--- src/rtl/risc_v_isa_pkg.sv ---
// RV32I encoding types, decoded-record layout and the shared instruction decoder.
package risc_v_isa_pkg;

    localparam int unsigned INFO_W = 64;

    localparam logic [6:0] OPC_LOAD   = 7'h03;
    localparam logic [6:0] OPC_OP_IMM = 7'h13;
    localparam logic [6:0] OPC_AUIPC  = 7'h17;
    localparam logic [6:0] OPC_STORE  = 7'h23;
    localparam logic [6:0] OPC_OP     = 7'h33;
    localparam logic [6:0] OPC_LUI    = 7'h37;
    localparam logic [6:0] OPC_BRANCH = 7'h63;
    localparam logic [6:0] OPC_JALR   = 7'h67;
    localparam logic [6:0] OPC_JAL    = 7'h6F;
    localparam logic [6:0] OPC_SYSTEM = 7'h73;

    // funct7 / imm[11:5] values selecting the logical vs arithmetic variant
    localparam logic [6:0] SHIFT_F7_SRL = 7'h00;
    localparam logic [6:0] SHIFT_F7_SRA = 7'h20;

    typedef struct packed { logic [6:0] funct7; logic [4:0] rs2; logic [4:0] rs1;
                            logic [2:0] funct3; logic [4:0] rd; logic [6:0] opcode; } r_fmt_t;
    typedef struct packed { logic [11:0] imm; logic [4:0] rs1; logic [2:0] funct3;
                            logic [4:0] rd; logic [6:0] opcode; } i_fmt_t;
    typedef struct packed { logic [6:0] imm_11_5; logic [4:0] rs2; logic [4:0] rs1;
                            logic [2:0] funct3; logic [4:0] imm_4_0; logic [6:0] opcode; } s_fmt_t;
    typedef struct packed { logic imm_12; logic [5:0] imm_10_5; logic [4:0] rs2; logic [4:0] rs1;
                            logic [2:0] funct3; logic [3:0] imm_4_1; logic imm_11; logic [6:0] opcode; } b_fmt_t;
    typedef struct packed { logic [19:0] imm_31_12; logic [4:0] rd; logic [6:0] opcode; } u_fmt_t;
    typedef struct packed { logic imm_20; logic [9:0] imm_10_1; logic imm_11; logic [7:0] imm_19_12;
                            logic [4:0] rd; logic [6:0] opcode; } j_fmt_t;

    typedef union packed { r_fmt_t r; i_fmt_t i; s_fmt_t s; b_fmt_t b; u_fmt_t u; j_fmt_t j; } instr_u;

    typedef enum logic [31:0] {
        IT_ALU = 32'd0, IT_MEM = 32'd1, IT_BRN = 32'd2, IT_JMP = 32'd3, IT_LUP = 32'd4, IT_ENV = 32'd5
    } i_type_e;

    typedef enum logic [3:0] {
        ALU_ADD, ALU_SUB, ALU_XOR, ALU_OR, ALU_AND, ALU_SLL, ALU_SRL, ALU_SRA, ALU_SLT, ALU_SLTU
    } alu_op_e;

    typedef enum logic [2:0] {
        BR_EQ = 3'd0, BR_NE = 3'd1, BR_LT = 3'd4, BR_GE = 3'd5, BR_LTU = 3'd6, BR_GEU = 3'd7
    } brn_cond_e;

    // Every per-type command view is exactly 32 bits; padding stays zero
    typedef struct packed { alu_op_e op; logic use_immediate; logic [4:0] rd; logic [4:0] rs1;
                            logic [4:0] rs2; logic [11:0] imm; } alu_cmd_t;
    typedef struct packed { logic load_op; logic [2:0] size; logic [4:0] rd; logic [4:0] rs1;
                            logic [4:0] rs2; logic [11:0] addr_offset; logic rsvd; } mem_cmd_t;
    typedef struct packed { logic [5:0] rsvd; brn_cond_e cond; logic [4:0] rs1; logic [4:0] rs2;
                            logic [12:0] imm; } brn_cmd_t;
    typedef struct packed { logic use_src_reg; logic [4:0] rd; logic [4:0] rs1; logic [20:0] imm; } jmp_cmd_t;
    typedef struct packed { logic [5:0] rsvd; logic incr_pc; logic [4:0] rd; logic [19:0] imm; } lup_cmd_t;
    typedef struct packed { logic [29:0] rsvd; logic is_call; logic is_break; } env_cmd_t;

    typedef union packed { alu_cmd_t alu; mem_cmd_t mem; brn_cmd_t brn; jmp_cmd_t jmp;
                           lup_cmd_t lup; env_cmd_t env; } cmd_u;

    typedef struct packed { cmd_u cmd; i_type_e i_type; } instrInfo_s;

    typedef struct packed { instrInfo_s info; logic illegal; } dec_res_t;

    function automatic alu_op_e alu_op_of(input logic [2:0] f3, input logic alt);
        alu_op_e op;
        case (f3)
            3'd0:    op = alt ? ALU_SUB : ALU_ADD;
            3'd1:    op = ALU_SLL;
            3'd2:    op = ALU_SLT;
            3'd3:    op = ALU_SLTU;
            3'd4:    op = ALU_XOR;
            3'd5:    op = alt ? ALU_SRA : ALU_SRL;
            3'd6:    op = ALU_OR;
            default: op = ALU_AND;
        endcase
        return op;
    endfunction

    function automatic dec_res_t decode_instr(input instr_u instr);
        dec_res_t res;
        logic     ill;
        logic     shift;
        res   = '0;
        ill   = 1'b0;
        shift = 1'b0;
        case (instr.r.opcode)
            OPC_OP: begin
                res.info.i_type        = IT_ALU;
                res.info.cmd.alu.op    = alu_op_of(instr.r.funct3, instr.r.funct7 == SHIFT_F7_SRA);
                res.info.cmd.alu.rd    = instr.r.rd;
                res.info.cmd.alu.rs1   = instr.r.rs1;
                res.info.cmd.alu.rs2   = instr.r.rs2;
                ill = !(instr.r.funct7 == SHIFT_F7_SRL ||
                        (instr.r.funct7 == SHIFT_F7_SRA && (instr.r.funct3 == 3'd0 || instr.r.funct3 == 3'd5)));
            end
            OPC_OP_IMM: begin
                shift = (instr.i.funct3 == 3'd1) || (instr.i.funct3 == 3'd5);
                res.info.i_type                = IT_ALU;
                res.info.cmd.alu.op            = alu_op_of(instr.i.funct3,
                                                           shift && instr.i.imm[11:5] == SHIFT_F7_SRA);
                res.info.cmd.alu.use_immediate = 1'b1;
                res.info.cmd.alu.rd            = instr.i.rd;
                res.info.cmd.alu.rs1           = instr.i.rs1;
                res.info.cmd.alu.imm           = instr.i.imm;
                if (shift) begin
                    res.info.cmd.alu.imm[11:5] = '0;
                    ill = !(instr.i.imm[11:5] == SHIFT_F7_SRL ||
                            (instr.i.funct3 == 3'd5 && instr.i.imm[11:5] == SHIFT_F7_SRA));
                end
            end
            OPC_LOAD: begin
                res.info.i_type               = IT_MEM;
                res.info.cmd.mem.load_op      = 1'b1;
                res.info.cmd.mem.size         = instr.i.funct3;
                res.info.cmd.mem.rd           = instr.i.rd;
                res.info.cmd.mem.rs1          = instr.i.rs1;
                res.info.cmd.mem.addr_offset  = instr.i.imm;
                ill = (instr.i.funct3 == 3'd3) || (instr.i.funct3 >= 3'd6);
            end
            OPC_STORE: begin
                res.info.i_type               = IT_MEM;
                res.info.cmd.mem.size         = instr.s.funct3;
                res.info.cmd.mem.rs1          = instr.s.rs1;
                res.info.cmd.mem.rs2          = instr.s.rs2;
                res.info.cmd.mem.addr_offset  = {instr.s.imm_11_5, instr.s.imm_4_0};
                ill = instr.s.funct3 > 3'd2;
            end
            OPC_BRANCH: begin
                res.info.i_type        = IT_BRN;
                res.info.cmd.brn.cond  = brn_cond_e'(instr.b.funct3);
                res.info.cmd.brn.rs1   = instr.b.rs1;
                res.info.cmd.brn.rs2   = instr.b.rs2;
                res.info.cmd.brn.imm   = {instr.b.imm_12, instr.b.imm_11, instr.b.imm_10_5, instr.b.imm_4_1, 1'b0};
                ill = (instr.b.funct3 == 3'd2) || (instr.b.funct3 == 3'd3);
            end
            OPC_JAL: begin
                res.info.i_type        = IT_JMP;
                res.info.cmd.jmp.rd    = instr.j.rd;
                res.info.cmd.jmp.imm   = {instr.j.imm_20, instr.j.imm_19_12, instr.j.imm_11, instr.j.imm_10_1, 1'b0};
            end
            OPC_JALR: begin
                res.info.i_type              = IT_JMP;
                res.info.cmd.jmp.use_src_reg = 1'b1;
                res.info.cmd.jmp.rd          = instr.i.rd;
                res.info.cmd.jmp.rs1         = instr.i.rs1;
                res.info.cmd.jmp.imm         = {{9{instr.i.imm[11]}}, instr.i.imm};
                ill = instr.i.funct3 != 3'd0;
            end
            OPC_LUI, OPC_AUIPC: begin
                res.info.i_type          = IT_LUP;
                res.info.cmd.lup.incr_pc = (instr.u.opcode == OPC_AUIPC);
                res.info.cmd.lup.rd      = instr.u.rd;
                res.info.cmd.lup.imm     = instr.u.imm_31_12;
            end
            OPC_SYSTEM: begin
                res.info.i_type = IT_ENV;
                if (instr.i.funct3 != 3'd0 || instr.i.rd != 5'd0 || instr.i.rs1 != 5'd0) ill = 1'b1;
                else if (instr.i.imm == 12'd0) res.info.cmd.env.is_call = 1'b1;
                else if (instr.i.imm == 12'd1) res.info.cmd.env.is_break = 1'b1;
                else ill = 1'b1;
            end
            default: ill = 1'b1;
        endcase
        if (ill) begin
            res.info        = '0;
            res.info.i_type = IT_ENV;
        end
        res.illegal = ill;
        return res;
    endfunction

endpackage

--- src/rtl/risc_v_skid_buf.sv ---
// Two-entry skid buffer: output register plus one skid register, ready driven only from a flop.
module risc_v_skid_buf #(
    parameter int unsigned W = 8
) (
    input  logic         clk,
    input  logic         rst,
    input  logic         flush_i,
    input  logic         in_valid_i,
    output logic         in_ready_o,
    input  logic [W-1:0] in_data_i,
    output logic         out_valid_o,
    input  logic         out_ready_i,
    output logic [W-1:0] out_data_o
);

    logic         out_valid_q, out_valid_d;
    logic [W-1:0] out_data_q, out_data_d;
    logic         skid_valid_q, skid_valid_d;
    logic [W-1:0] skid_data_q, skid_data_d;
    logic         ready_q;
    logic         in_fire;

    always_comb begin
        out_valid_d  = out_valid_q;
        out_data_d   = out_data_q;
        skid_valid_d = skid_valid_q;
        skid_data_d  = skid_data_q;
        in_fire      = in_valid_i & ready_q;
        if (flush_i) begin
            out_valid_d  = 1'b0;
            skid_valid_d = 1'b0;
        end else if (!out_valid_q || out_ready_i) begin
            // Output slot frees this edge: skid has priority to keep order
            if (skid_valid_q) begin
                out_valid_d  = 1'b1;
                out_data_d   = skid_data_q;
                skid_valid_d = 1'b0;
            end else begin
                out_valid_d = in_fire;
                if (in_fire) out_data_d = in_data_i;
            end
        end else if (in_fire) begin
            skid_valid_d = 1'b1;
            skid_data_d  = in_data_i;
        end
    end

    always_ff @(posedge clk) begin
        if (rst) begin
            out_valid_q  <= 1'b0;
            out_data_q   <= '0;
            skid_valid_q <= 1'b0;
            skid_data_q  <= '0;
            ready_q      <= 1'b1;
        end else begin
            out_valid_q  <= out_valid_d;
            out_data_q   <= out_data_d;
            skid_valid_q <= skid_valid_d;
            skid_data_q  <= skid_data_d;
            ready_q      <= ~skid_valid_d;
        end
    end

    assign in_ready_o  = ready_q;
    assign out_valid_o = out_valid_q;
    assign out_data_o  = out_data_q;

endmodule

--- src/rtl/risc_v_decode_stage.sv ---
// RV32I decode stage: combinational decode into a skid-buffered valid/ready pipe, plus a handover counter.
module risc_v_decode_stage
    import risc_v_isa_pkg::*;
#(
    parameter int unsigned PC_W  = 32,
    parameter int unsigned CNT_W = 16
) (
    input  logic              clk,
    input  logic              rst,
    input  logic              flush_i,
    input  logic              instr_valid_i,
    output logic              instr_ready_o,
    input  logic [31:0]       instr_i,
    input  logic [PC_W-1:0]   pc_i,
    output logic              dec_valid_o,
    input  logic              dec_ready_i,
    output logic [INFO_W-1:0] dec_info_o,
    output logic [PC_W-1:0]   dec_pc_o,
    output logic              dec_illegal_o,
    output logic [CNT_W-1:0]  dec_count_o
);

    localparam int unsigned BUF_W = INFO_W + 1 + PC_W;

    instr_u           instr;
    dec_res_t         dec;
    logic [BUF_W-1:0] buf_in;
    logic [BUF_W-1:0] buf_out;
    logic [CNT_W-1:0] count_q, count_d;

    assign instr  = instr_i;
    assign dec    = decode_instr(instr);
    assign buf_in = {dec.info, dec.illegal, pc_i};

    risc_v_skid_buf #(.W(BUF_W)) u_skid (
        .clk         (clk),
        .rst         (rst),
        .flush_i     (flush_i),
        .in_valid_i  (instr_valid_i),
        .in_ready_o  (instr_ready_o),
        .in_data_i   (buf_in),
        .out_valid_o (dec_valid_o),
        .out_ready_i (dec_ready_i),
        .out_data_o  (buf_out)
    );

    assign {dec_info_o, dec_illegal_o, dec_pc_o} = buf_out;

    // A handover in a flush cycle still counts
    always_comb begin
        count_d = count_q;
        if (dec_valid_o && dec_ready_i) count_d = count_q + CNT_W'(1);
    end

    always_ff @(posedge clk) begin
        if (rst) count_q <= '0;
        else     count_q <= count_d;
    end

    assign dec_count_o = count_q;

endmodule

--- config.mk ---
export PLATFORM = sky130hd
export DESIGN_NAME = risc_v_decode_stage
export DESIGN_NICKNAME = d
export VERILOG_FILES = /design/src/rtl/risc_v_isa_pkg.sv /design/src/rtl/risc_v_skid_buf.sv /design/src/rtl/risc_v_decode_stage.sv
export SDC_FILE = /design/constraint.sdc
export NUM_CORES = 1
export LEC_CHECK = 0
export BUFFER_PORTS_ARGS = -buffer_cell sky130_fd_sc_hd__buf_2
export CORE_ASPECT_RATIO = 0.5
export CORE_UTILIZATION = 58
export CTS_BUF_LIST = sky130_fd_sc_hd__clkbuf_8 sky130_fd_sc_hd__clkbuf_16
export DETAILED_ROUTE_END_ITERATION = 10
export HOLD_SLACK_MARGIN = 0.02
export PLACE_DENSITY = 0.94
export SLEW_MARGIN = 20
export SYNTH_ARGS = -nofsm -noshare
export SYNTH_HDL_FRONTEND = slang
export SYNTH_SLANG_ARGS = --single-unit
--- constraint.sdc ---
create_clock -name clk -period 3.3 [get_ports clk]
set_input_delay 0.66 -clock clk [delete_from_list [all_inputs] [get_ports clk]]
set_output_delay 0.66 -clock clk [all_outputs]
set_load 0.01 [all_outputs]
# After elaboration in Yosys (flattened, before gate mapping)
# Index checks and enable logic that the tools add are counted.
word_totals:
  regBits: 213
  elab_cells: 105
  inputBits: 69
  output_inout_bits: 115
op_classes:
  n_bitwise: 4
  n_addsub: 1
  n_mux: 37
  order_cmp: 2
  eq_ne: 18
  n_reduce_logical: 37
op_table:
  columns: ["op", "count"]
  rows:
  - ["97-bit 2-to-1 mux", 2]
  - ["10-bit one-hot mux with 7 select lines", 1]
  - ["64-bit 2-to-1 mux", 1]
  - ["4-bit one-hot mux with 7 select lines", 2]
  - ["3-bit one-hot mux with 5 select lines", 3]
  - ["7-bit by 6-bit == test with 1-bit output, second input constant", 4]
  - ["7-bit == test, second input constant", 4]
  - ["4-bit one-hot mux with 5 select lines", 1]
  - ["16-bit by 1-bit adder with 16-bit output, second input constant", 1]
  - ["2-bit OR reduction", 8]
  - ["1-bit 2-to-1 mux", 15]
  - ["7-bit by 5-bit == test with 1-bit output, second input constant", 2]
  - ["12-bit by 1-bit == test with 1-bit output, second input constant", 1]
  - ["12-bit zero test", 1]
  - ["1-bit one-hot mux with 3 select lines", 4]
  - ["3-bit one-hot mux with 4 select lines", 1]
  - ["5-bit nonzero test", 2]
  - ["3-bit == test, second input constant", 3]
  - ["1-bit logical OR", 9]
  - ["3-bit OR reduction", 3]
  - ["1-bit one-hot mux with 8 select lines", 1]
  - ["2-bit one-hot mux with 4 select lines", 1]
  - ["7-bit by 2-bit == test with 1-bit output, second input constant", 1]
  - ["7-bit zero test", 1]
  - ["other kinds (18)", 27]

# Longest topological paths before layout
# Gate-level depths: netlist of the first run.
logic_depth:
  depth_word: 9
  mapped_depth: 9
  depth_no_buf: 7

# Cells and area by module
# From an unflattened synthesis of the first run, not the netlist that was laid out.
hier_totals:
  cells_unflattened: 1263
  hier_area_um2: 11509.8
modules_own_cells:
  columns: ["module", "seq_area_each_um2", "n_inst", "area_each_um2", "cells_each"]
  rows:
  - ["risc_v_skid_buf", 3943.8, 1, 9556.7, 982]
  - ["risc_v_decode_stage", 320.3, 1, 1953.1, 281]

# Worst setup path after synthesis of the first run
# OpenSTA, ideal clock, no wires.
synth_timing:
  path_type: "input to register"
  start: "input port instr_i[3]"
  end: "register u_skid.skid_data_q[91]"
  required_ns: 3.174
  setup_ns: 0.126
  path_stages: 8
  path_buffers: 2
  path_slack_ns: 0.997
  t_arrival_ns: 2.178
  path_cell_list: "buf_6 and4bb_2 nand2_1 a211oi_1 or2_2 nand2b_2 buf_6 o21ai_2"
synth_via:
  elab_chain_len: 4
  elab_cells_between_ends: 16
  cone_classes: "eq/ne: 10; mux: 3; reduce/logical: 3"
synth_lines:
  columns: ["element", "line_no", "rtl"]
  rows:
  - ["start: declaration", "risc_v_decode_stage.sv:13", "input logic [31:0] instr_i,"]
  - ["7-bit by 5-bit == test with 1-bit output (tied with other cells)", "risc_v_isa_pkg.sv:87", "case (instr.r.opcode)"]
  - ["3-bit OR reduction (no line) / 2-bit OR reduction (equally long branches)", null, null]
  - ["1-bit one-hot mux with 8 select lines / 1-bit one-hot mux with 3 select lines (equally long branches)", "risc_v_isa_pkg.sv:87", null]
  - ["64-bit 2-to-1 mux *", "risc_v_isa_pkg.sv:165", "if (ill) begin"]
  - ["end signal: assignment", "risc_v_skid_buf.sv:59", "skid_data_q <= skid_data_d;"]
  - ["end: declaration", "risc_v_skid_buf.sv:19", "logic [W-1:0] skid_data_q, skid_data_d;"]
# Every way passes the cells marked *; elsewhere a longest branch is shown, timed or not.
# A chain may end at the register's enable or synchronous reset.

# Final worst setup path of the first run
layout_timing:
  start: "register u_skid.skid_valid_q"
  end: "register u_skid.out_data_q[77] (netlist: u_skid.out_data_o[77])"
layout_via:
  elab_chain_len: 2
  elab_cells_between_ends: 3
  cone_classes: "mux: 1; reduce/logical: 2"
layout_lines:
  columns: ["element", "line_no", "rtl"]
  rows:
  - ["start: declaration", "risc_v_skid_buf.sv:18", "logic skid_valid_q, skid_valid_d;"]
  - ["start signal: assignment", "risc_v_skid_buf.sv:58", "skid_valid_q <= skid_valid_d;"]
  - ["2-bit nonzero test (no line)", null, null]
  - ["3-bit AND reduction (no line)", null, null]
  - ["end signal: assignment", "risc_v_skid_buf.sv:57", "out_data_q <= out_data_d;"]
  - ["end: declaration", "risc_v_skid_buf.sv:17", "logic [W-1:0] out_data_q, out_data_d;"]
# Several ways; a longest one is shown, not always the timed one.

==> metrics.md, run 1 <==
| Metric | Value |
|---|---|
| Root Buffer | `clkbuf_16` |
| Reg clk slew, reported paths | `60 ps` |
| Non-filler cells, final | `roughly 1200` |
| DRT iter0 DRCs | `approximately 870` |
| Crit Path Class | `reg2reg` |
| DRC viols | `0` |
| Total Die Area | `~13000 um^2` |
| Peak VDD IR | `between 400 and 500 uV` |
| Relative slew slack | `48.7%` |
| Ys async rst share | `0%` |
| Initial antenna violation count | `0` |
| Pwr per Cell Area | `approximately 500 nW/um^2` |
| CP Max Fanout | `32` |
| Pin count of the biggest net entering global routing | `57` |
| Clk_skew | `~13 ps` |
| Simple logic cell fraction of the synthesized area | `a little under a fifth` |
| # hold bufs at CTS | `0` |
| Worst endpoint required time | `roughly 3600 ps` |
| Part of the power in the clock network | `about 48%` |
| H-tree lvl count | `4` |
| Post-DR wirelength/cell | `~18 um` |
| Top FF cell, synth | `dfxtp_1` |
| Setup TNS | `0 ps` |
| Cells after DPL | `approximately 1100` |
| All-Layer GR Usage | `a little under a third` |
| Final WL | `roughly 21 mm` |
| Rows | `28` |
| Endpoints failing setup | `0` |
| Share of post-route cells with drive strength above 1 | `24.2%` |
| Clock tree from TritonCTS | `built` |
| Num CTS Buffers | `17` |
| NetSw | `~1.0 mW` |
| Worst Hold Class | `in2reg` |
| DRT Pass-1 Iters | `8` |
| Leak pwr | `about 3.6 nW` |
| Post-synthesis mux area share | `under 10%` |
| Post-Syn Area | `about 7400 um^2` |
| Post-Synth XOR/XNOR Area | `1.55%` |
| Final period utilization | `about three quarters` |
| Die Y | `81.7 um` |
| Synth cell types | `68` |
| Starting Density | `about three fifths` |
| Post-synth EDFFs | `0` |
| Status | `finished, final reports clean` |
| Post-synthesis adder-cell area fraction | `less than 1%` |
| Core area | `approximately 12000 um^2` |
| Max-Cap Viols | `0` |
| Vias/cell | `6.18` |
| Cells after Synth | `855` |
| Port Buffers | `roughly 150` |
| Compound-Gate Fraction of Synth Area | `24.5%` |
| Nets | `1052` |
| Max Freq | `slightly below 0.4 GHz` |
| Max-slew violation count | `0` |
| Final HPWL from detailed placement | `~14 mm` |
| Seq cells post-synth | `about 160` |
| DR vias | `roughly 7000` |
| Avg Inst Size Synth | `roughly 8.6 um^2` |
| I/O Pins | `184` |
| Sequential share of power | `between 40% and 50%` |
| Slew @ Worst Pin | `around 760 ps` |
| Clk Latency, worst-skew pair | `around 420 ps` |
| Placer Congestion | `~0.95` |
| Comb power frac | `under 10%` |
| Area Growth Syn to Fin | `18.3%` |
| Die W | `between 150 and 200 um` |
| Startpoint types | `register` |
| Yosys Warn Count | `0` |
| Max Root-Sink Buffers | `2` |
| Fin. Hold Viols | `0` |
| Main combinational cell family by area after synthesis | `compound AO/OA/AOI/OAI gates` |
| Post-synthesis sequential area ratio | `42.2%` |
| RSZ-0062 raised after global routing | `no` |
| Post-DRT Antenna Nets | `0` |
| Global-route wire length before repair | `around 32 mm` |
| GRT overflow | `0` |
| Clock sink total | `~160` |
| Vias in the first global route | `6482` |
| # diodes | `0` |
| Pint | `3.35 mW` |
| Post-cts resize count | `0` |
| Crit end category | `register` |
| Setup repair bufs after CTS | `0` |
| Crit path arrival time | `between 2000 and 3000 ps` |
| Net Sw Frac | `23.3%` |
| Crit path time final | `around 2500 ps` |
==> layout make-up <==
| cell class | instances | area, um^2 |
|---|---|---|
| Multi-Input combinational cell | 627 | 3810 |
| Fill cell | 887 | 3380 |
| Sequential cell | 155 | 3100 |
| Timing Repair Buffer | 171 | 913 |
| Clock buffer | 20 | 467 |
| Tap cell | 165 | 206 |
| Clock inverter | 12 | 170 |
| Inverter | 10 | 37.5 |
==> per-stage QoR <==
step	total power, mW	util (%)	hold WS [ps]	area (um^2)	setup slack (ps)
after CTS	4.37	72.0	426	8700	843
final	4.36	72.0	435	8700	782
after global routing	4.49	72.0	432	8700	679
after global placement	2.31	66.7	424	8070	636
after detailed placement	2.32	66.7	440	8070	538
after floorplan	2.20	-	417	7460	997
==> state kept, by name (all words and copies together) (netlist names) <==
name                 count
dec_count_o             16
u_skid.out_valid_o       1
u_skid.skid_data_q      68
u_skid.skid_valid_q      1
u_skid.in_ready_o        1
u_skid.out_data_o       68
==> cell families (layout without fill, tap and decap cells) <==
group | after synthesis | after routing
other | 1 | 29
AO/OA/AOI/OAI | 258 | 258
XOR/XNOR | 13 | 13
multiplexers | 35 | 35
flip-flops | 155 | 155
AND/OR/NAND/NOR | 291 | 291
buffers and inverters | 101 | 213
adder cells (fa/ha/maj) | 1 | 1
==> Yosys cell counts (8+ instances only) <==
cell	n	area (um^2)
a211oi_1	37	278
a21oi_1	67	335
a222oi_1	13	130
a22o_1	14	123
a22oi_1	14	105
a32oi_1	8	70.1
and3_1	20	125
buf_4	35	263
clkbuf_1	39	146
dfxtp_1	155	3100
inv_1	10	37.5
mux2i_1	34	340
nand2_1	132	495
nand3_1	12	60.1
nor2_1	65	244
nor3_1	8	40.0
o21ai_0	30	150
o21ai_2	10	87.6
o22ai_1	19	119
xor2_1	12	105
==> power by group through the flow <==
stage          clock network (mW)  registers (mW)  logic (mW)
3_5_place_dp                    0            1.97       0.352
3_3_place_gp                    0            1.96       0.346
2_1_floorplan                   0            1.98       0.216
5_1_grt                      2.17            1.93       0.392
4_1_cts                      2.09            1.93       0.354
6_report                     2.07            1.93       0.363
==> layout by cell type, fill, tap and decap left out, types with 19 or more instances in the layout <==
cell and count:
dfxtp_1 154, buf_2 153, nand2_1 132, a21oi_1 67
nor2_1 64, a211oi_1 37, mux2i_1 34, o21ai_0 30
conb_1 29, and3_1 20, o22ai_1 19
==> metal layers <==
layer | global-route usage [%] | share of wire, % | wire [um] | vias to the layer above
li1 | - | - | - | 3318
met1 | 38.6 | 40 | 8420 | 3346
met2 | 52.2 | 47 | 9840 | 437
met3 | 7.32 | 9.9 | 2070 | 62
met4 | 13.6 | 2.6 | 548 | 0
met5 | 0 | 0 | 0 | -
==> critical path: stages (launching register included) <==
cell and delay (ps):
dfxtp_2 730, o21ai_0 310, nor2b_4 570, buf_4 290, and3_1 210, a21oi_1 80
o22ai_1 220
==> final timing paths <==
check	from	end	slack (ps)	depth (start not counted)
max reg2reg	u_skid.skid_valid_q	u_skid.out_data_o[77]	780	6
min	flush_i	u_skid.out_valid_o	440	2
min reg2reg	u_skid.skid_data_q[81]	u_skid.skid_data_q[81]	450	2
max	u_skid.skid_valid_q	u_skid.out_data_o[77]	780	6
No activity file was read; power rests on OpenSTA's default activity.
==> inputs of run 2 (changes only) <==
--- a/config.mk
+++ b/config.mk
@@ -7,11 +7,11 @@
 export LEC_CHECK = 0
 export BUFFER_PORTS_ARGS = -buffer_cell sky130_fd_sc_hd__buf_2
 export CORE_ASPECT_RATIO = 0.5
-export CORE_UTILIZATION = 58
+export CORE_UTILIZATION = 54
 export CTS_BUF_LIST = sky130_fd_sc_hd__clkbuf_8 sky130_fd_sc_hd__clkbuf_16
 export DETAILED_ROUTE_END_ITERATION = 10
 export HOLD_SLACK_MARGIN = 0.02
-export PLACE_DENSITY = 0.94
+export PLACE_DENSITY = 0.89
 export SLEW_MARGIN = 20
 export SYNTH_ARGS = -nofsm -noshare
 export SYNTH_HDL_FRONTEND = slang
==> constraint.sdc (replaced) <==
create_clock -name clk -period 2.6 [get_ports clk]
set_input_delay 0.52 -clock clk [delete_from_list [all_inputs] [get_ports clk]]
set_output_delay 0.52 -clock clk [all_outputs]
set_load 0.01 [all_outputs]
==> metrics.md, run 2 (synthesis gave the netlist of run 1 again) <==
| Metric | Value |
|---|---|
| Setup TNS | `0 ps (unchanged)` |
| Global-route wire length before repair | `32.2 mm (about the same)` |
| Leak pwr | `3.63 nW (+1.4%)` |
| Post-DRT Antenna Nets | `0 (unchanged)` |
| Sequential share of power | `44.9% (+0.8 points)` |
| # hold bufs at CTS | `0 (unchanged)` |
| Crit path time final | `between 2000 and 2500 ps` |
| Post-cts resize count | `0 (unchanged)` |
| Worst endpoint required time | `2940 ps (-680 ps)` |
| Initial antenna violation count | `0 (unchanged)` |
| Commonest non-fill, non-tap cell in the layout | `dfxtp_1` |
| Share of post-route cells with drive strength above 1 | `25.4% (+1.2 points)` |
| RSZ-0062 raised after global routing | `no` |
| Relative slew slack | `48.5% (-0.20 points)` |
| Peak VDD IR | `533 uV (+13%)` |
| Endpoints failing setup | `0 (unchanged)` |
| Starting Density | `56.7% (-4.2 points)` |
| DR vias | `7131 (-0.45%)` |
| Nets | `1067 (+1.4%)` |
| Fin. Hold Viols | `0 (unchanged)` |
| DRT Pass-1 Iters | `9 (+1)` |
| Die W | `167 um (+3.6%)` |
| Die Y | `84.6 um (+3.6%)` |
| Final HPWL from detailed placement | `14.2 mm (+1.6%)` |
| Crit path arrival time | `2620 ps (-210 ps)` |
| Crit end category | `register` |
| DRC viols | `0 (unchanged)` |
| Reg clk slew, reported paths | `60 ps (about the same)` |
| Port Buffers | `154 (unchanged)` |
| All-Layer GR Usage | `28.4% (-2.6 points)` |
| Total Die Area | `14100 um^2 (+7.3%)` |
| GRT overflow | `0 (unchanged)` |
| Final period utilization | `87.6%` |
| H-tree lvl count | `4 (unchanged)` |
| Pint | `4.12 mW (+23%)` |
| Comb power frac | `8.7% (+0.4 points)` |
| Filler Cell Count | `1039 (+17%)` |
| # diodes | `0 (unchanged)` |
| Part of the power in the clock network | `46.4% (-1.2 points)` |
| Rows | `29 (+3.6%)` |
| I/O Pins | `184 (unchanged)` |
| Clock sink total | `155 (unchanged)` |
| Post-layout util | `67.9% (-4.1 points)` |
| NetSw | `1.33 mW (+31%)` |
| Max-Cap Viols | `0 (unchanged)` |
| Clock tree from TritonCTS | `built` |
| Clk Latency, worst-skew pair | `420 ps (about the same)` |
| Root Buffer | `clkbuf_16` |
| Crit Path Class | `in2reg` |
| Pwr per Cell Area | `617 nW/um^2 (+23%)` |
| Commonest non-fill, non-tap cells in the layout | `154 x dfxtp_1, 153 x buf_2, 132 x nand2_1` |
| Slew @ Worst Pin | `772 ps (+8.88 ps)` |
| Tot Pwr | `5.45 mW (+25%)` |
| Net Sw Frac | `24.3% (+1.1 points)` |
| Startpoint types | `primary input` |
| Final WL | `20.4 mm (-2.2%)` |
| DRT iter0 DRCs | `693 (-20%)` |
| Max-slew violation count | `0 (unchanged)` |
| Max Root-Sink Buffers | `2 (unchanged)` |
| Core area | `13000 um^2 (+7.5%)` |
| Clk_skew | `11.6 ps (-0.968 ps)` |
| Setup repair bufs after CTS | `0 (unchanged)` |
| Vias in the first global route | `6498 (+0.25%)` |
| CP Max Fanout | `16 (-50%)` |
| Pin count of the biggest net entering global routing | `53 (-7.0%)` |
| Max Freq | `approximately 0.44 GHz` |
| Area Growth Syn to Fin | `19.9%` |
| Vias/cell | `6.04 (-2.1%)` |
| Placer Congestion | `1.00 (+6.2%)` |
| Num CTS Buffers | `17 (unchanged)` |
| Worst Hold Class | `in2reg` |
| Status | `finished, final reports clean` |
| Post-DR wirelength/cell | `17.3 um (-3.9%)` |
## run 2: cell count changes in the layout (fill, tap and decap cells not counted)
| cell | before | now |
|---|---|---|
| inv_6 | 1 | 2 |
| clkinv_2 | 2 | 1 |
| buf_4 | 17 | 30 |
| clkinvlp_4 | 2 | 5 |
| clkbuf_8 | 3 | 1 |
| bufinv_16 | 4 | 3 |
| buf_12 | 1 | 3 |
| clkinv_4 | 1 | 2 |
| inv_1 | 12 | 11 |
## run 2: worst max-delay path: stages
cell and delay, ps:
buf_2 130, nor4_1 520, nand4_1 320, o21ai_4 230, nor4b_4 300, nand2b_2 340
o21ai_0 260
## run 2: worst paths after layout
kind / start / to / slack (ps) / depth (start not counted)
max: instr_i[25] / u_skid.skid_data_q[83] / 320 / 7
min: flush_i / u_skid.out_valid_o / 300 / 2
max reg2reg: u_skid.skid_valid_q / u_skid.out_data_o[21] / 500 / 6
min reg2reg: u_skid.skid_data_q[89] / u_skid.skid_data_q[89] / 440 / 2
## run 2: routing by layer
| metal | routed length (um) | up-vias | GRT usage, % |
|---|---|---|---|
| met5 | 0 | - | 0 |
| li1 | - | 3346 | - |
| met2 | 9640 | 401 | 48.4 |
| met1 | 8430 | 3335 | 35.2 |
| met3 | 1940 | 49 | 6.51 |
| met4 | 409 | 0 | 10.7 |
## run 2: per-stage QoR
step	area [um^2]	instances	worst slack [ps]	hold slack (ps)
4_1_cts	8820	1180	370	290
2_1_floorplan	7460	883	437	417
3_5_place_dp	8210	1148	-61.0	433
6_report	8820	1180	322	302
5_1_grt	8820	1180	213	298
3_3_place_gp	8210	1148	65.5	425
## run 2: final cells by class
cell class	count	area [um^2]	share of cell area, %
sequential	155	3100	35.2
inverter	10	37.5	0.425
tap	170	213	2.41
clock inverter	14	171	1.94
multi-input combinational	627	3810	43.1
clock buffer	18	439	4.98
timing repair buffer	186	1050	11.9
## run 2: power by group through the flow
stage	Sequential (mW)	Combinational [mW]	Clock (mW)
after detailed placement	2.50	0.462	0
after CTS	2.44	0.465	2.55
after floorplan	2.51	0.274	0
final	2.44	0.474	2.53
after global placement	2.49	0.454	0
after global routing	2.45	0.509	2.65
==> inputs of run 3 (changes only) <==
--- a/config.mk
+++ b/config.mk
@@ -7,11 +7,12 @@
 export LEC_CHECK = 0
 export BUFFER_PORTS_ARGS = -buffer_cell sky130_fd_sc_hd__buf_2
 export CORE_ASPECT_RATIO = 0.5
-export CORE_UTILIZATION = 54
+export CORE_MARGIN = 5
+export CORE_UTILIZATION = 35
 export CTS_BUF_LIST = sky130_fd_sc_hd__clkbuf_8 sky130_fd_sc_hd__clkbuf_16
 export DETAILED_ROUTE_END_ITERATION = 10
 export HOLD_SLACK_MARGIN = 0.02
-export PLACE_DENSITY = 0.89
+export PLACE_DENSITY = 0.64
 export SLEW_MARGIN = 20
 export SYNTH_ARGS = -nofsm -noshare
 export SYNTH_HDL_FRONTEND = slang
==> metrics.md, run 3 (synthesis gave the netlist of run 1 again) <==
| Metric | Value |
|---|---|
| Setup TNS | `0 ps (unchanged)` |
| DR vias | `6846 (-4.0%)` |
| NetSw | `1.40 mW (+5.7%)` |
| Net Sw Frac | `25.8% (+1.4 points)` |
| Global-route wire length before repair | `35.4 mm (+10%)` |
| Leak pwr | `3.66 nW (+0.76%)` |
| Nets | `1071 (+0.37%)` |
| CP delay by family, top | `simple AND/OR/NAND/NOR gates` |
| Met3 Use GR | `4.66% (-1.8 points)` |
| Endpoints failing setup | `0 (unchanged)` |
| Part of the power in the clock network | `46.4% (about the same)` |
| Filler Cell Count | `2099 (+100%)` |
| Die Y | `113 um (+33%)` |
| Worst endpoint required time | `2880 ps (-60 ps)` |
| Register area | `3100 um^2 (unchanged)` |
| Max-slew violation count | `0 (unchanged)` |
| Final Cell Area | `8970 um^2 (+1.7%)` |
| GR Layer Usage met1 | `22.4% (-13 points)` |
| Relative slew slack | `42.8% (-5.7 points)` |
| Footprint of the multi-input gates | `3810 um^2 (unchanged)` |
| Area Growth Syn to Fin | `21.9%` |
| RSZ-0062 raised after global routing | `no` |
| Vias in the first global route | `6677 (+2.8%)` |
| Dpl cell area | `8370 um^2 (+1.9%)` |
| DRC viols | `0 (unchanged)` |
| H-tree lvl count | `4 (unchanged)` |
| Pin count of the biggest net entering global routing | `83 (+57%)` |
| Root Buffer | `clkbuf_16` |
| Share of post-route cells with drive strength above 1 | `25.8% (+0.32 points)` |
| Commonest non-fill, non-tap cells in the layout | `154 x dfxtp_1, 153 x buf_2, 132 x nand2_1` |
| Placer Congestion | `0.874 (-13%)` |
| Port Buffers | `154 (unchanged)` |
| Clk_skew | `11.3 ps (-0.302 ps)` |
| Startpoint types | `primary input` |
| Crit path arrival time | `2420 ps (-200 ps)` |
| Final HPWL from detailed placement | `15.8 mm (+11%)` |
| Reg clk slew, reported paths | `60 ps (about the same)` |
| Met2 GRT Util | `29.5% (-19 points)` |
| # diodes | `0 (unchanged)` |
| Num CTS Buffers | `17 (unchanged)` |
| Vias/cell | `5.32 (-12%)` |
| Fin. Hold Viols | `0 (unchanged)` |
| Pwr per Cell Area | `606 nW/um^2 (-1.9%)` |
| Clock sink total | `155 (unchanged)` |
| Setup repair bufs after CTS | `0 (unchanged)` |
| Total Die Area | `24200 um^2 (+71%)` |
| Crit-path max cell delay | `570 ps (+50 ps)` |
| Max Root-Sink Buffers | `2 (unchanged)` |
| Most crowded layer after global routing | `met2` |
| Final period utilization | `82.4% (-5.2 points)` |
| Worst Hold Class | `in2reg` |
| Slew @ Worst Pin | `858 ps (+85.7 ps)` |
| I/O Pins | `184 (unchanged)` |
| Core area | `20600 um^2 (+59%)` |
| Crit end category | `register` |
| Clk Latency, worst-skew pair | `420 ps (about the same)` |
| CP Max Fanout | `7 (-9)` |
| Die W | `215 um (+29%)` |
| DRT Pass-1 Iters | `7 (-2)` |
| Slowest cell on crit path | `or4_1` |
| Post-DR wirelength/cell | `17.0 um (-1.7%)` |
| Starting Density | `35.7% (-21 points)` |
| Commonest non-fill, non-tap cell in the layout | `dfxtp_1` |
| Clock tree from TritonCTS | `built` |
| DRT iter0 DRCs | `589 (-15%)` |
| Post-DRT Antenna Nets | `0 (unchanged)` |
| Initial antenna violation count | `0 (unchanged)` |
| GRT overflow | `0 (unchanged)` |
| Max Freq | `0.467 GHz (+6.3%)` |
| Crit Path Class | `in2reg` |
| Final WL | `21.9 mm (+7.2%)` |
| Status | `finished, final reports clean` |
| Sequential share of power | `45.0% (about the same)` |
| Crit-path cells | `buf_2 > nand4bb_1 > nor2_1 > nor3_2 > or4_1 > o31ai_1 > a21oi_1` |
| Rows | `37 (+28%)` |
| Dpl ws | `86.1 ps (+147 ps)` |
| Comb power frac | `8.7% (about the same)` |
| Post-cts resize count | `0 (unchanged)` |
| WP buf/inv | `1 (unchanged)` |
| Final WS setup | `457 ps (+135 ps)` |
| Pint | `4.03 mW (-2.1%)` |
| All-Layer GR Usage | `17.7% (-11 points)` |
| Crit path time final | `2140 ps (-135 ps)` |
| Max-Cap Viols | `0 (unchanged)` |
| Peak VDD IR | `389 uV (-27%)` |
| # hold bufs at CTS | `0 (unchanged)` |
-- run 3: changes by cell type in the layout (fill, tap and decap cells not counted) --
cell and delta:
inv_8 +5, buf_4 +4, clkinvlp_4 -4, bufinv_16 -1, clkbuf_8 -1, clkinv_2 -1
clkinv_4 +1, inv_1 -1, inv_6 +1
-- run 3: per-stage QoR --
step	utilization [%]	hold WS [ps]	instances	total power, mW
global placement	40.6	425	1255	2.96
detailed placement	40.6	433	1255	2.97
global route	43.6	279	1286	5.66
finish	43.6	303	1286	5.44
CTS	43.6	280	1286	5.50
floorplan	-	417	883	2.79
-- run 3: power groups by stage --
stage          logic, mW  registers, mW  clock network (mW)
2_1_floorplan      0.274           2.51                   0
3_5_place_dp       0.468           2.50                   0
5_1_grt            0.517           2.45                2.69
3_3_place_gp       0.464           2.50                   0
6_report           0.472           2.44                2.52
4_1_cts            0.469           2.44                2.58
-- run 3: worst register-to-register path, cell delays in order (launching register included) --
cell,delay [ps]
dfxtp_1,320
and2_0,260
o211ai_1,150
nor2_1,450
and2_1,470
a32o_1,190
a31o_2,90
-- run 3: path summary, 6_finish.rpt --
kind / from / to / slack (ps) / cells after the start
hold / removal: flush_i / u_skid.out_valid_o / 300 / 2
setup / recovery: instr_i[3] / u_skid.out_data_o[33] / 460 / 7
setup reg to reg: u_skid.in_ready_o / u_skid.out_data_o[95] / 620 / 6
hold reg to reg: u_skid.skid_data_q[71] / u_skid.skid_data_q[71] / 450 / 2
-- run 3: final cells by class --
type	instances	share of cell area, %
multi-input cells	627	42.4
flip-flops and latches	155	34.6
repair buffers	190	12.0
clock buffers	17	4.74
well taps	273	3.81
clock inverters	14	1.97
inverters	10	0.418
-- run 3: routing by layer --
| metal | wire length [um] | vias up |
|---|---|---|
| met5 | 0 | - |
| met4 | 378 | 0 |
| met3 | 1490 | 30 |
| met2 | 10400 | 241 |
| met1 | 9630 | 3222 |
| li1 | - | 3353 |
